File: config.mk
export PLATFORM = sky130hd
export DESIGN_NAME = lsu_load_ctrl
export DESIGN_NICKNAME = d
export VERILOG_FILES = /design/src/rtl/lsu_load_ctrl.sv
export SDC_FILE = /design/constraint.sdc
export NUM_CORES = 1
export LEC_CHECK = 0
export ABC_AREA = 1
export BUFFER_PORTS_ARGS = -buffer_cell sky130_fd_sc_hd__buf_2
export CORE_MARGIN = 2
export CORE_UTILIZATION = 45
export DETAILED_ROUTE_END_ITERATION = 10
export PLACE_DENSITY = 0.77
export SLEW_MARGIN = 15
export SYNTH_ARGS = -nofsm -noshare
export SYNTH_HDL_FRONTEND = slang
export SYNTH_SLANG_ARGS = --single-unit
File: constraint.sdc
create_clock -name clk -period 1.3 [get_ports clk]
set_input_delay 0.13 -clock clk [delete_from_list [all_inputs] [get_ports clk]]
set_output_delay 0.13 -clock clk [all_outputs]
set_load 0.02 [all_outputs]
File: src/rtl/lsu_load_ctrl.sv
// Single-outstanding load controller: bus read, byte/halfword extraction, fault and timeout reporting.
// Optional build macro MISALIGNED_LOAD_TRAP_EN: misaligned H/HU/W loads fault instead of being force-aligned.
module lsu_load_ctrl #(
  parameter int unsigned TIMEOUT_CYCLES = 16
) (
  input  logic        clk,
  input  logic        reset,
  input  logic        req_valid,
  output logic        req_ready,
  input  logic [2:0]  req_type,
  input  logic [31:0] req_addr,
  output logic        mem_req,
  output logic [31:0] mem_addr,
  input  logic        mem_gnt,
  input  logic        mem_rvalid,
  input  logic [31:0] mem_rdata,
  output logic        resp_valid,
  input  logic        resp_ready,
  output logic [31:0] resp_data,
  output logic        resp_err
);

  localparam logic [2:0] LOAD_B  = 3'b000;
  localparam logic [2:0] LOAD_H  = 3'b001;
  localparam logic [2:0] LOAD_W  = 3'b010;
  localparam logic [2:0] LOAD_BU = 3'b100;
  localparam logic [2:0] LOAD_HU = 3'b101;
  localparam logic [7:0] TO_LAST = 8'(TIMEOUT_CYCLES - 1);

  typedef enum logic [1:0] {
    ST_IDLE = 2'd0,
    ST_REQ  = 2'd1,
    ST_WAIT = 2'd2,
    ST_RESP = 2'd3
  } state_e;

  state_e      state_q, state_d;
  logic [2:0]  type_q, type_d;
  logic [1:0]  off_q, off_d;
  logic [31:0] addr_q, addr_d;
  logic [7:0]  cnt_q, cnt_d;
  logic [31:0] data_q, data_d;
  logic        err_q, err_d;

  function automatic logic type_legal(input logic [2:0] t);
    logic ok;
    case (t)
      LOAD_B, LOAD_H, LOAD_W, LOAD_BU, LOAD_HU: ok = 1'b1;
      default:                                  ok = 1'b0;
    endcase
    return ok;
  endfunction

  function automatic logic [1:0] align_off(input logic [2:0] t, input logic [1:0] off);
    logic [1:0] r;
    case (t)
      LOAD_H, LOAD_HU: r = {off[1], 1'b0};
      LOAD_W:          r = 2'b00;
      default:         r = off;
    endcase
    return r;
  endfunction

`ifdef MISALIGNED_LOAD_TRAP_EN
  function automatic logic is_misaligned(input logic [2:0] t, input logic [1:0] off);
    logic m;
    case (t)
      LOAD_H, LOAD_HU: m = off[0];
      LOAD_W:          m = (off != 2'b00);
      default:         m = 1'b0;
    endcase
    return m;
  endfunction
`endif

  function automatic logic [31:0] extract_load(input logic [2:0] t, input logic [1:0] off,
                                               input logic [31:0] w);
    logic [7:0]  b;
    logic [15:0] h;
    logic [31:0] r;
    case (off)
      2'd0:    b = w[7:0];
      2'd1:    b = w[15:8];
      2'd2:    b = w[23:16];
      2'd3:    b = w[31:24];
      default: b = 8'd0;
    endcase
    if (off[1]) begin
      h = w[31:16];
    end else begin
      h = w[15:0];
    end
    case (t)
      LOAD_B:  r = {{24{b[7]}}, b};
      LOAD_BU: r = {24'd0, b};
      LOAD_H:  r = {{16{h[15]}}, h};
      LOAD_HU: r = {16'd0, h};
      LOAD_W:  r = w;
      default: r = 32'd0;
    endcase
    return r;
  endfunction

  // Next-state, request latch, timeout counter and response capture.
  always_comb begin
    state_d = state_q;
    type_d  = type_q;
    off_d   = off_q;
    addr_d  = addr_q;
    cnt_d   = cnt_q;
    data_d  = data_q;
    err_d   = err_q;
    case (state_q)
      ST_IDLE: begin
        if (req_valid) begin
          type_d = req_type;
          off_d  = align_off(req_type, req_addr[1:0]);
          addr_d = {req_addr[31:2], 2'b00};
          cnt_d  = 8'd0;
          if (!type_legal(req_type)) begin
            state_d = ST_RESP;
            err_d   = 1'b1;
            data_d  = 32'd0;
          end
`ifdef MISALIGNED_LOAD_TRAP_EN
          else if (is_misaligned(req_type, req_addr[1:0])) begin
            state_d = ST_RESP;
            err_d   = 1'b1;
            data_d  = 32'd0;
          end
`endif
          else begin
            state_d = ST_REQ;
            err_d   = 1'b0;
            data_d  = 32'd0;
          end
        end else begin
          state_d = ST_IDLE;
        end
      end
      ST_REQ: begin
        if (mem_gnt) begin
          state_d = ST_WAIT;
          cnt_d   = 8'd0;
        end else begin
          state_d = ST_REQ;
        end
      end
      ST_WAIT: begin
        // Data arriving in the final counted cycle still wins over the timeout.
        if (mem_rvalid) begin
          state_d = ST_RESP;
          data_d  = extract_load(type_q, off_q, mem_rdata);
          err_d   = 1'b0;
        end else if (cnt_q == TO_LAST) begin
          state_d = ST_RESP;
          data_d  = 32'd0;
          err_d   = 1'b1;
        end else begin
          cnt_d = cnt_q + 8'd1;
        end
      end
      ST_RESP: begin
        if (resp_ready) begin
          state_d = ST_IDLE;
        end else begin
          state_d = ST_RESP;
        end
      end
      default: begin
        state_d = ST_IDLE;
      end
    endcase
  end

  // State and datapath registers with synchronous reset.
  always_ff @(posedge clk) begin
    if (reset) begin
      state_q <= ST_IDLE;
      type_q  <= 3'd0;
      off_q   <= 2'd0;
      addr_q  <= 32'd0;
      cnt_q   <= 8'd0;
      data_q  <= 32'd0;
      err_q   <= 1'b0;
    end else begin
      state_q <= state_d;
      type_q  <= type_d;
      off_q   <= off_d;
      addr_q  <= addr_d;
      cnt_q   <= cnt_d;
      data_q  <= data_d;
      err_q   <= err_d;
    end
  end

  assign req_ready  = (state_q == ST_IDLE);
  assign mem_req    = (state_q == ST_REQ);
  assign mem_addr   = (state_q == ST_REQ) ? addr_q : 32'd0;
  assign resp_valid = (state_q == ST_RESP);
  assign resp_data  = data_q;
  assign resp_err   = err_q;

endmodule

Word-level counts from Yosys, hierarchy flattened
Index checks and enable logic that the tools add are counted.
{"block": "op_classes", "n_eq_ne": 20, "reduce_logical": 11, "muxes": 29, "n_addsub": 1}
{"op": "case mux 32 bit (5 select lines)", "n": 1}
{"op": "two-way mux 32 bit", "n": 4}
{"op": "case mux 32 bit (2 select lines)", "n": 1}
{"op": "two-way mux 8 bit", "n": 4}
{"op": "case mux 8 bit (4 select lines)", "n": 1}
{"op": "case mux 8 bit (3 select lines)", "n": 1}
{"op": "two-way mux 16 bit", "n": 1}
{"op": "equality test 3 bit, second input constant", "n": 4}
{"op": "two-way mux 2 bit", "n": 6}
{"op": "adder 8 x 1 -> 8 bit, second input constant", "n": 1}
{"op": "equality test 2 bit, second input constant", "n": 4}
{"op": "equality test 8 x 4 -> 1 bit, second input constant", "n": 1}
{"op": "case mux 2 bit (4 select lines)", "n": 1}
{"op": "two-way mux 1 bit", "n": 7}
{"op": "equality test 3 x 1 -> 1 bit, second input constant", "n": 2}
{"op": "equality test 3 x 2 -> 1 bit, second input constant", "n": 2}
{"op": "logical NOT 3 bit", "n": 2}
{"op": "!= test 2 bit, second input constant", "n": 3}
{"op": "AND reduction 5 bit", "n": 1}
{"op": "OR reduction 5 bit", "n": 1}
{"op": "equality test 2 x 1 -> 1 bit, second input constant", "n": 2}
{"op": "logical NOT 2 bit", "n": 2}
{"op": "case mux 2 bit (2 select lines)", "n": 1}
{"op": "!= test 3 bit, second input constant", "n": 1}
{"op": "other kinds (7)", "n": 7}
{"block": "totals", "regBits": 78, "elab_cells": 68, "out_inout_bits": 68, "input_bits": 73}

Depth between registers and ports, before layout
Gate-level depths: netlist of the first run.
{"block": "depth", "depth_word": 8, "mapped_depth": 11, "depth_no_buf": 9}

Least setup slack after synthesis of the first run
No wires, ideal clock.
{"block": "synth_path", "path_kind": "flip-flop to flip-flop", "from": "reg state_q[1]", "to": "reg off_q[1]", "n_path_buf": 1, "required_time_ns": 1.175, "period_less_slack_ns": 1.509, "path_slack_ns": -0.209, "path_stages_with_launch": 6, "arrival_time_ns": 1.383, "setup_ns": 0.125, "path_cell_list": "dfxtp_1 nor2_1 nand2_1 nand2_1 clkbuf_1 o22ai_1"}
{"block": "synth_via", "elab_chain_len": 2}
{"element": "start, declared", "line": "37", "text": "state_e state_q, state_d;"}
{"element": "start signal, assigned", "line": "187", "text": "state_q <= state_d;"}
{"element": "logical NOT 2 bit"}
{"element": "via req_ready", "line": "9", "text": "output logic req_ready,"}
{"element": "AND reduction 2 bit (no line)"}
{"element": "end signal, assigned", "line": "181", "text": "off_q <= 2'd0;"}
{"element": "end signal, assigned", "line": "189", "text": "off_q <= off_d;"}
{"element": "end, declared", "line": "39", "text": "logic [1:0] off_q, off_d;"}
The timed path passes the listed nets, and every way through them passes these cells.
A chain may end at the register's enable or synchronous reset.

Final worst setup path of the first run
{"block": "layout_path", "from": "reg state_q[0]", "to": "out mem_addr[3]"}
{"block": "layout_via", "elab_chain_len": 2}
{"element": "equality test 2 x 1 -> 1 bit", "line": "199", "text": "assign mem_addr = (state_q == ST_REQ) ? addr_q : 32'd0;"}
{"element": "two-way mux 32 bit", "line": "199"}
{"element": "end, declared", "line": "13", "text": "output logic [31:0] mem_addr,"}
No other way between the ends.

==> impl_metrics.py, run 1 <==
metrics = {
    "status": {
        "status": "finished, violations left",
        "violations": "negative setup slack",
    },
    "power_and_ir_drop": {
        "p_leak_nw": 3.34,
        "intPower_w": 0.00518,
        "p_sw_share_pct": 38.2,
        "powerDensity_mw_per_mm2": 1150,
        "p_comb_share_pct": 41.6,
        "seq_power_share_pct": 32.1,
        "pwr-share-clk_pct": 26.4,
        "power_w": 0.00839,
        "p_sw_w": 0.00321,
        "irDropWorstVdd_uv": 877,
    },
    "synth": {
        "seq_area_frac_synth_pct": 38.5,
        "synth_cells": 651,
        "ys_seq_elements": 78,
        "synthDistinctLibCells": 31,
        "synth.avg_cell_area_um2": 6.24,
        "synth_area_mm2": 0.00406,
        "yosysWarnings": 0,
    },
    "critical_path": {
        "crit_path_end_kind": "primary output",
        "worstPathMaxFanout": 8,
        "critPathArrivalTime_ns": 1.49,
        "critPathLaunchType": "flip-flop",
        "cp.required_ns": 1.17,
        "critPathKind": "reg2out",
    },
    "placement": {
        "place_ws_ns": -0.105,
        "port_buffers": 138,
        "dp_hpwl_um": 8760,
        "globalplace.congestion": 0.923,
        "placed_cells": 905,
    },
    "global_routing": {
        "grt_max_degree": 36,
        "grt_pass1_vias": 5096,
        "grt_antenna_before_repair": 0,
        "gr-total-overflow": 0,
        "grtUsageTotal_pct": 30.4,
        "grt_pass1_wl_um": 24100,
    },
    "routing": {
        "via_per_inst": 5.69,
        "wire_per_inst_um": 19.3,
        "maxUsedRoutingLayer": "met4",
        "drt-met1-wl_um": 6800,
        "dr.pass1.iters": 9,
        "routed-wl-met3_um": 1480,
        "wl_um": 18700,
        "drtIter0Drc": 465,
        "postRouteAntennaNets": 0,
        "vias": 5500,
        "drc_errors": 0,
        "wl_met2_um": 9450,
    },
    "clock_tree": {
        "clock-root-buffer": "clkbuf_8",
        "cts_sinks": 78,
        "path_clk_slew_ns": 0.09,
        "cts_max_path_buffers": 2,
        "cts_made_buffers": 9,
        "clock_latency_ns": 0.37,
        "tritoncts": "done",
        "htreeDepth": 3,
    },
    "final_layout": {
        "fin_cells": 967,
        "diodes": 0,
        "seqCellArea_mm2": 0.00158,
        "multi_input_area_mm2": 0.00301,
        "area.growth.synth_to_final_pct": 79.8,
        "fillers": 483,
        "final_nets": 928,
        "post-route-util_pct": 83.7,
        "drive_gt1_share_pct": 51.0,
    },
    "sta": {
        "rsz0062_at_grt": "yes",
        "finalHoldViolCount": 0,
        "fmax_mhz": 616,
        "setup_ws_ns": -0.323,
        "period_needed_ns": 1.62,
        "clock_skew_ns": 0.0100,
        "maxSlewViolCount": 0,
        "timing.final.crit_share_pct": 125,
        "setup_viol_count_final": 111,
        "max_slew_margin_pct": 65.8,
        "worst_pin_slew_ns": 0.513,
    },
    "die": {
        "floorplan.die.height_um": 99.0,
        "pin_count": 141,
        "rows": 34,
        "initial_core_util_pct": 46.6,
        "die-area_mm2": 0.00980,
        "dieWidth_um": 99.0,
        "core_area_mm2": 0.00872,
    },
    "min_path": {
        "hp-class": "in2reg",
    },
    "run": {
        "cap_violations": 0,
    },
}
flip-flops by register name (all words and copies together), names as in the netlist:
| signal | cells |
|---|---|
| addr_q | 30 |
| state_q | 2 |
| type_q | 3 |
| resp_err | 1 |
| off_q | 2 |
| cnt_q | 8 |
| resp_data | 32 |
synthesized netlist by cell type, drive strengths merged:
cell type  instances  share of area [%]
conb               1              0.092
nor3b              2               0.37
nor3               3               0.37
nand4              3               0.62
nand3             26                3.6
a31oi              1               0.15
clkbuf            16                1.5
nand3b             1               0.18
a21oi             66                8.5
dfxtp             78                 38
nand2            203                 19
nor2              65                6.3
o21ai             65                8.0
buf               17                2.6
ha                 1               0.31
o211ai             1               0.18
clkinv             3               0.28
inv               92                8.5
xnor2              1               0.22
o22ai              6               0.92
placed cells by master, fill, tap and decap left out, types with 4 or more instances in the layout:
cell / n
nand2_1: 133
buf_2: 106
inv_1: 84
dfxtp_1: 68
buf_6: 44
buf_4: 41
nor2_4: 40
a21oi_2: 38
nand2_2: 37
nand2_4: 31
a21oi_1: 27
o21ai_1: 24
o21ai_0: 22
nand3_1: 20
nor2_1: 19
o21ai_2: 14
clkbuf_8: 10
buf_12: 10
buf_16: 7
inv_4: 6
nor2_2: 6
o22ai_1: 6
clkbuf_16: 6
dfxtp_2: 6
o21ai_4: 5
nand2_8: 4
nand3_4: 4
nand3_2: 4
dlygate4sd3_1: 4
dfxtp_4: 4
power by group through the flow:
stage               logic, W  registers (W)  clock network [W]
finish               0.00349        0.00269            0.00221
global route         0.00365        0.00270            0.00228
CTS                  0.00271        0.00265            0.00214
detailed placement   0.00195        0.00271                  0
global placement     0.00192        0.00271                  0
floorplan            0.00130        0.00274                  0
critical path, stage by stage, from the launching register on:
cell     delay (ns)
dfxtp_2        0.36
inv_2          0.07
nor2_4         0.12
buf_6          0.13
inv_8          0.06
buf_12         0.15
nor2_4         0.11
buf_6          0.13
area by class of cell:
class,instances,share of cell area (%)
Timing Repair Buffer,220,26.7
Clock inverter,6,1.27
Multi-Input combinational cell,450,41.3
Clock buffer,10,1.89
Inverter,95,5.37
Sequential cell,78,21.7
Tap cell,108,1.85
path summary, 6_finish.rpt:
path	startpoint	to	slack, ns	cells after the start
worst min register to register	resp_data[21]	resp_data[21]	0.46	2
worst min-delay path	req_addr[26]	addr_q[26]	0.006	3
worst max-delay path	state_q[0]	mem_addr[3]	-0.32	7
worst max register to register	state_q[1]	resp_err	-0.32	10
metrics by stage:
step	hold WS [ns]	instance area, um2	TNS [ns]
after detailed placement	0.360	5360	-2.78
after global placement	0.356	5360	-0.498
after floorplan	0.269	4390	-0.0403
after CTS	0.00319	6510	-12.00
final	0.00550	7300	-23.01
after global routing	0.0193	7300	-26.93
layer usage:
| layer | GRT usage [%] | vias up |
|---|---|---|
| met2 | 53.5 | 387 |
| met5 | 0 | - |
| met3 | 6.88 | 94 |
| li1 | - | 2451 |
| met4 | 11.6 | 0 |
| met1 | 35.8 | 2568 |
kinds of logic after synthesis:
group | after synthesis | share of synthesized area [%]
other | 1 | 0.0924
AOI/OAI and AO/OA | 139 | 17.8
DFF | 78 | 38.5
adders and majority gates | 1 | 0.308
xor gates and xnor gates | 1 | 0.216
buffers and inverters | 128 | 12.8
and+or+nand+nor | 303 | 30.3
repair_timing:
| action | CTS | global route |
|---|---|---|
| setup endpoints to repair | 99 | 111 |
| resized for setup | 172 | 177 |
| buffers inserted | 13 | 14 |
| hold endpoints to repair | 4 | 0 |
| gates cloned | 12 | 9 |
| hold buffers | 4 | 0 |
| pin swaps | 28 | 58 |
Note: power is estimated with default switching activity, not from simulation.
==> run 2: changes to the inputs <==
CORE_ASPECT_RATIO = 1.2   (was not set)
CTS_CLUSTER_DIAMETER = 150   (was not set)
==> run 2 against run 1 <==
Net effect:
- the run still ends with negative setup slack left
- final area decreased by 7.7%
- final cell count decreased by 0.72%
- clock skew increased by 0.0021 ns
- highest routed layer unchanged
==> impl_metrics.py, run 2 (synthesis gave the netlist of run 1 again) <==
metrics = {
    "sta": {
        "setup_ws_ns": -0.273,
        "maxSlewViolCount": 0,
        "clock_skew_ns": 0.0122,
        "timing.final.crit_share_pct": 121,
        "fmax_mhz": 636,
        "setup_viol_count_final": 111,
        "finalHoldViolCount": 0,
        "period_needed_ns": 1.57,
        "rsz0062_at_grt": "yes",
    },
    "critical_path": {
        "cp.required_ns": 1.17,
        "crit_path_end_kind": "primary output",
        "critPathKind": "reg2out",
        "critPathLaunchType": "flip-flop",
        "critPathArrivalTime_ns": 1.44,
        "worstPathMaxFanout": 8,
    },
    "placement": {
        "globalplace.congestion": 0.900,
        "port_buffers": 138,
        "place_ws_ns": -0.0880,
        "dp_hpwl_um": 9240,
        "placed_area_mm2": 0.00542,
    },
    "routing": {
        "drtIter0Drc": 318,
        "wire_per_inst_um": 16.2,
        "drc_errors": 0,
        "dr.pass1.iters": 6,
        "via_per_inst": 5.29,
        "wl_um": 15600,
        "vias": 5078,
        "postRouteAntennaNets": 0,
    },
    "status": {
        "violations": "negative setup slack",
        "status": "finished, violations left",
    },
    "clock_tree": {
        "cts_max_path_buffers": 2,
        "htreeDepth": 3,
        "tritoncts": "done",
        "cts_sinks": 78,
        "path_clk_slew_ns": 0.09,
        "ctsHoldBuffers": 0,
        "clock-root-buffer": "clkbuf_8",
        "cts_made_buffers": 9,
        "clock_latency_ns": 0.35,
    },
    "die": {
        "initial_core_util_pct": 46.9,
        "core_area_mm2": 0.00866,
        "dieWidth_um": 90.7,
        "die-area_mm2": 0.00980,
        "floorplan.die.height_um": 108,
        "rows": 37,
        "pin_count": 141,
    },
    "global_routing": {
        "gr-total-overflow": 0,
        "grtUsageTotal_pct": 29.4,
        "grt_pass1_vias": 4857,
        "grt_max_degree": 43,
        "grt_pass1_wl_um": 22900,
        "grt_antenna_before_repair": 0,
    },
    "final_layout": {
        "final_cell_mix": "178 x nand2_1, 105 x buf_2, 84 x inv_1",
        "seqCellArea_mm2": 0.00157,
        "drive_gt1_share_pct": 43.9,
        "largest_reg_flops": 32,
        "diodes": 0,
        "multi_input_area_mm2": 0.00269,
        "final_common_cell": "nand2_1",
        "area.growth.synth_to_final_pct": 66.0,
        "final_nets": 913,
        "final_area_mm2": 0.00674,
        "fillers": 596,
    },
    "power_and_ir_drop": {
        "powerDensity_mw_per_mm2": 1100,
        "p_leak_nw": 2.95,
        "irDropWorstVdd_uv": 998,
    },
    "run": {
        "cap_violations": 0,
    },
    "min_path": {
        "hp-class": "in2reg",
    },
}
## run 2: worst paths after layout
kind	to	depth (start not counted)	from	slack, ns
max	mem_addr[18]	7	state_q[1]	-0.27
min	addr_q[22]	3	req_addr[22]	0.01
max reg2reg	addr_q[6]	8	state_q[1]	-0.19
min reg2reg	resp_data[20]	2	resp_data[20]	0.46
## run 2: repair_timing
item | 4_1_cts | 5_1_grt
pin swaps | 16 | 16
gates cloned | 8 | 6
setup buffers | 10 | 7
resized for setup | 169 | 72
endpoints found under the hold margin | 0 | 0
setup endpoints to repair | 86 | 111
## run 2: final cells by class
cell class                 instances  area share [%]
clock buffer                      11            2.10
clock inverter                     4           0.706
inverter                          95            5.77
multi-input combinational        449            39.9
sequential                        78            23.3
tap                              117            2.17
timing repair buffer             206            26.0
## run 2: metal layers
layer | wire length (um) | share of wire (%) | vias up | global-route usage [%]
li1 | - | - | 2413 | -
met1 | 5710 | 37 | 2351 | 31.6
met2 | 8230 | 53 | 260 | 55.0
met3 | 1030 | 6.6 | 54 | 6.13
met4 | 624 | 4.0 | 0 | 13.8
met5 | 0 | 0 | - | 0
## run 2: critical path, stage by stage (launching register included)
cell     delay [ns]
dfxtp_2        0.34
buf_6          0.11
nor2_4         0.09
buf_6          0.13
inv_8          0.05
buf_4          0.16
nor2_4         0.09
buf_6          0.12
## run 2: metrics by stage
stage / TNS (ns) / utilization [%] / hold WS [ns] / instances / power [W]
global route: -23.42 / 77.8 / 0.0335 / 960 / 0.00776
floorplan: -0.0403 / - / 0.269 / 652 / 0.00404
finish: -18.00 / 77.8 / 0.0135 / 960 / 0.00744
detailed placement: -1.16 / 62.6 / 0.362 / 917 / 0.00469
global placement: -0.333 / 62.6 / 0.356 / 917 / 0.00464
CTS: -16.77 / 73.2 / 0.00489 / 950 / 0.00705
## run 2: power breakdown
| part | internal, W | switching [W] | total, W |
|---|---|---|---|
| combinational | 0.00124 | 0.00172 | 0.00296 |
| clock | 0.000924 | 0.000886 | 0.00181 |
| sequential | 0.00257 | 0.0000947 | 0.00267 |
==> run 3: changes to the inputs <==
CORE_UTILIZATION = 56   (was 45)
CTS_BUF_LIST = sky130_fd_sc_hd__clkbuf_8   (was not set)
PLACE_DENSITY = 0.89   (was 0.77)
clock period = 1.84 ns   (was 1.3 ns; I/O delays follow)
==> run 3 against run 2 <==
Net effect:
- the run now ends clean
- non-clock buffer count down 48
- count of clock-buffer cells in the layout is 1 lower
- combinational power down 61%
- register-to-register slack improved by 0.36 ns
- final area down 24%
- clock power shrank 26%
- sequential share of layout area up 7.4 points
- setup slack gained 0.38 ns
- critical path depth is 1 lower
- final cell count shrank 7.8%
- via count is 11% lower
- sequential cell count did not move
- highest routed layer unchanged
==> impl_metrics.py, run 3 (synthesis gave the netlist of run 1 again) <==
metrics = {
    "global_routing": {
        "grt_pass1_vias": 4174,
        "grtUsageTotal_pct": 27.9,
        "gr-total-overflow": 0,
        "grt_antenna_before_repair": 0,
        "grt_pass1_wl_um": 17800,
        "grt_max_degree": 36,
    },
    "clock_tree": {
        "tritoncts": "done",
        "cts_sinks": 78,
        "path_clk_slew_ns": 0.08,
        "cts_max_path_buffers": 2,
        "clock_latency_ns": 0.35,
        "htreeDepth": 3,
        "cts_made_buffers": 9,
        "clock-root-buffer": "clkbuf_8",
        "ctsHoldBuffers": 0,
    },
    "placement": {
        "globalplace.congestion": 0.958,
        "placed_cells": 859,
        "port_buffers": 138,
        "dp_hpwl_um": 7880,
        "place_ws_ns": 0.0684,
    },
    "final_layout": {
        "largest_reg_flops": 32,
        "diodes": 0,
        "fin_cells": 885,
        "drive_gt1_share_pct": 24.5,
        "final_nets": 864,
        "area.growth.synth_to_final_pct": 25.8,
        "final_common_cell": "nand2_1",
        "post-route-util_pct": 71.4,
        "final_cell_mix": "202 x nand2_1, 138 x buf_2, 86 x inv_1",
    },
    "sta": {
        "worst_pin_slew_ns": 0.534,
        "maxSlewViolCount": 0,
        "max_slew_margin_pct": 64.3,
        "fin_setup_tns_ns": 0,
        "finalHoldViolCount": 0,
        "setup_viol_count_final": 0,
        "timing.final.crit_share_pct": 94.2,
        "period_needed_ns": 1.73,
        "rsz0062_at_grt": "no",
        "setup_ws_ns": 0.106,
        "clock_skew_ns": 0.0105,
        "fmax_mhz": 577,
    },
    "critical_path": {
        "worst-r2r-cell-count": 7,
        "critPathArrivalTime_ns": 1.55,
        "crit_path_end_kind": "primary output",
        "critPathLaunchType": "flip-flop",
        "cp.required_ns": 1.66,
        "critPathKind": "reg2out",
        "worstPathMaxFanout": 13,
        "slowest_delay_ns": 0.39,
        "ff2ff_setup_slack_ns": 0.17,
        "cp_cell_sequence": "inv_2, nor2_4, clkinvlp_4, buf_12, nor2_1, buf_2",
        "cp_slowest_cell": "dfxtp_4",
    },
    "routing": {
        "wl_um": 10900,
        "drtIter0Drc": 287,
        "vias": 4534,
        "postRouteAntennaNets": 0,
        "dr.pass1.iters": 5,
        "drc_errors": 0,
        "via_per_inst": 5.12,
        "wire_per_inst_um": 12.3,
    },
    "power_and_ir_drop": {
        "powerDensity_mw_per_mm2": 856,
        "irDropWorstVdd_uv": 663,
        "p_leak_nw": 2.48,
        "power_w": 0.00437,
    },
    "die": {
        "initial_core_util_pct": 56.8,
        "core_area_mm2": 0.00715,
        "die-area_mm2": 0.00795,
        "rows": 34,
        "dieWidth_um": 81.7,
        "pin_count": 141,
        "floorplan.die.height_um": 97.3,
    },
    "status": {
        "status": "completed",
    },
    "min_path": {
        "hp-class": "in2reg",
        "holdPathStages": 3,
    },
    "run": {
        "cap_violations": 0,
    },
}
==> run 3: changes by cell type in the layout (fill, tap and decap cells not counted), sizes merged <==
cell / previous run / this run
clkbuf: 15 / 10
buf: 202 / 158
clkinvlp: 1 / 4
clkinv: 6 / 5
nand3: 28 / 26
inv: 91 / 92
nand2: 204 / 203
nor2: 65 / 66
==> run 3: layout make-up <==
cell class | count | area (um2)
timing repair buffer | 158 | 853
timing repair inverter | 1 | 7.51
inverter | 95 | 360
multi-input combinational | 447 | 2000
clock inverter | 6 | 70.1
sequential | 78 | 1570
clock buffer | 10 | 138
fill | 613 | 2040
tap | 90 | 113
==> run 3: report_power, final <==
group,switching [W],leakage [nW],internal [W]
sequential,0.0000718,0.638,0.00181
clock,0.000665,0.100,0.000673
combinational,0.000761,1.75,0.000388
total,0.00150,2.48,0.00287
==> run 3: per-stage QoR <==
stage | hold WS (ns) | area, um2
after floorplan | 0.323 | 4060
after global placement | 0.410 | 4790
after detailed placement | 0.417 | 4790
after CTS | 0.0483 | 5060
after global routing | 0.0685 | 5110
final | 0.0565 | 5110
==> run 3: path summary, 6_finish.rpt <==
path                      from            to
hold reg to reg     addr_q[12]    addr_q[12]
setup / recovery    state_q[0]  mem_addr[22]
hold / removal    req_addr[22]    addr_q[22]
setup reg to reg     type_q[1]  resp_data[2]
==> run 3: repair_timing <==
action                     in CTS  in global routing
setup endpoints to repair      30                 18
gates cloned                    1                  1
hold endpoints to repair        0                  0
setup buffers                   4                  4
resized for setup               4                  3
pin swaps                       0                  1
==> run 3: metal layers <==
layer	vias up	wire [um]	track usage [%]
li1	2305	-	-
met4	0	401	13.8
met3	43	886	5.20
met1	1977	4440	32.4
met2	209	5150	47.6
met5	-	0	0
==> run 3: worst max-delay path, delay by kind of cell (launching register included) <==
kind | cells | cell delay (ns)
buf+inv | 4 | 0.55
flops | 1 | 0.39
simple gates | 2 | 0.26
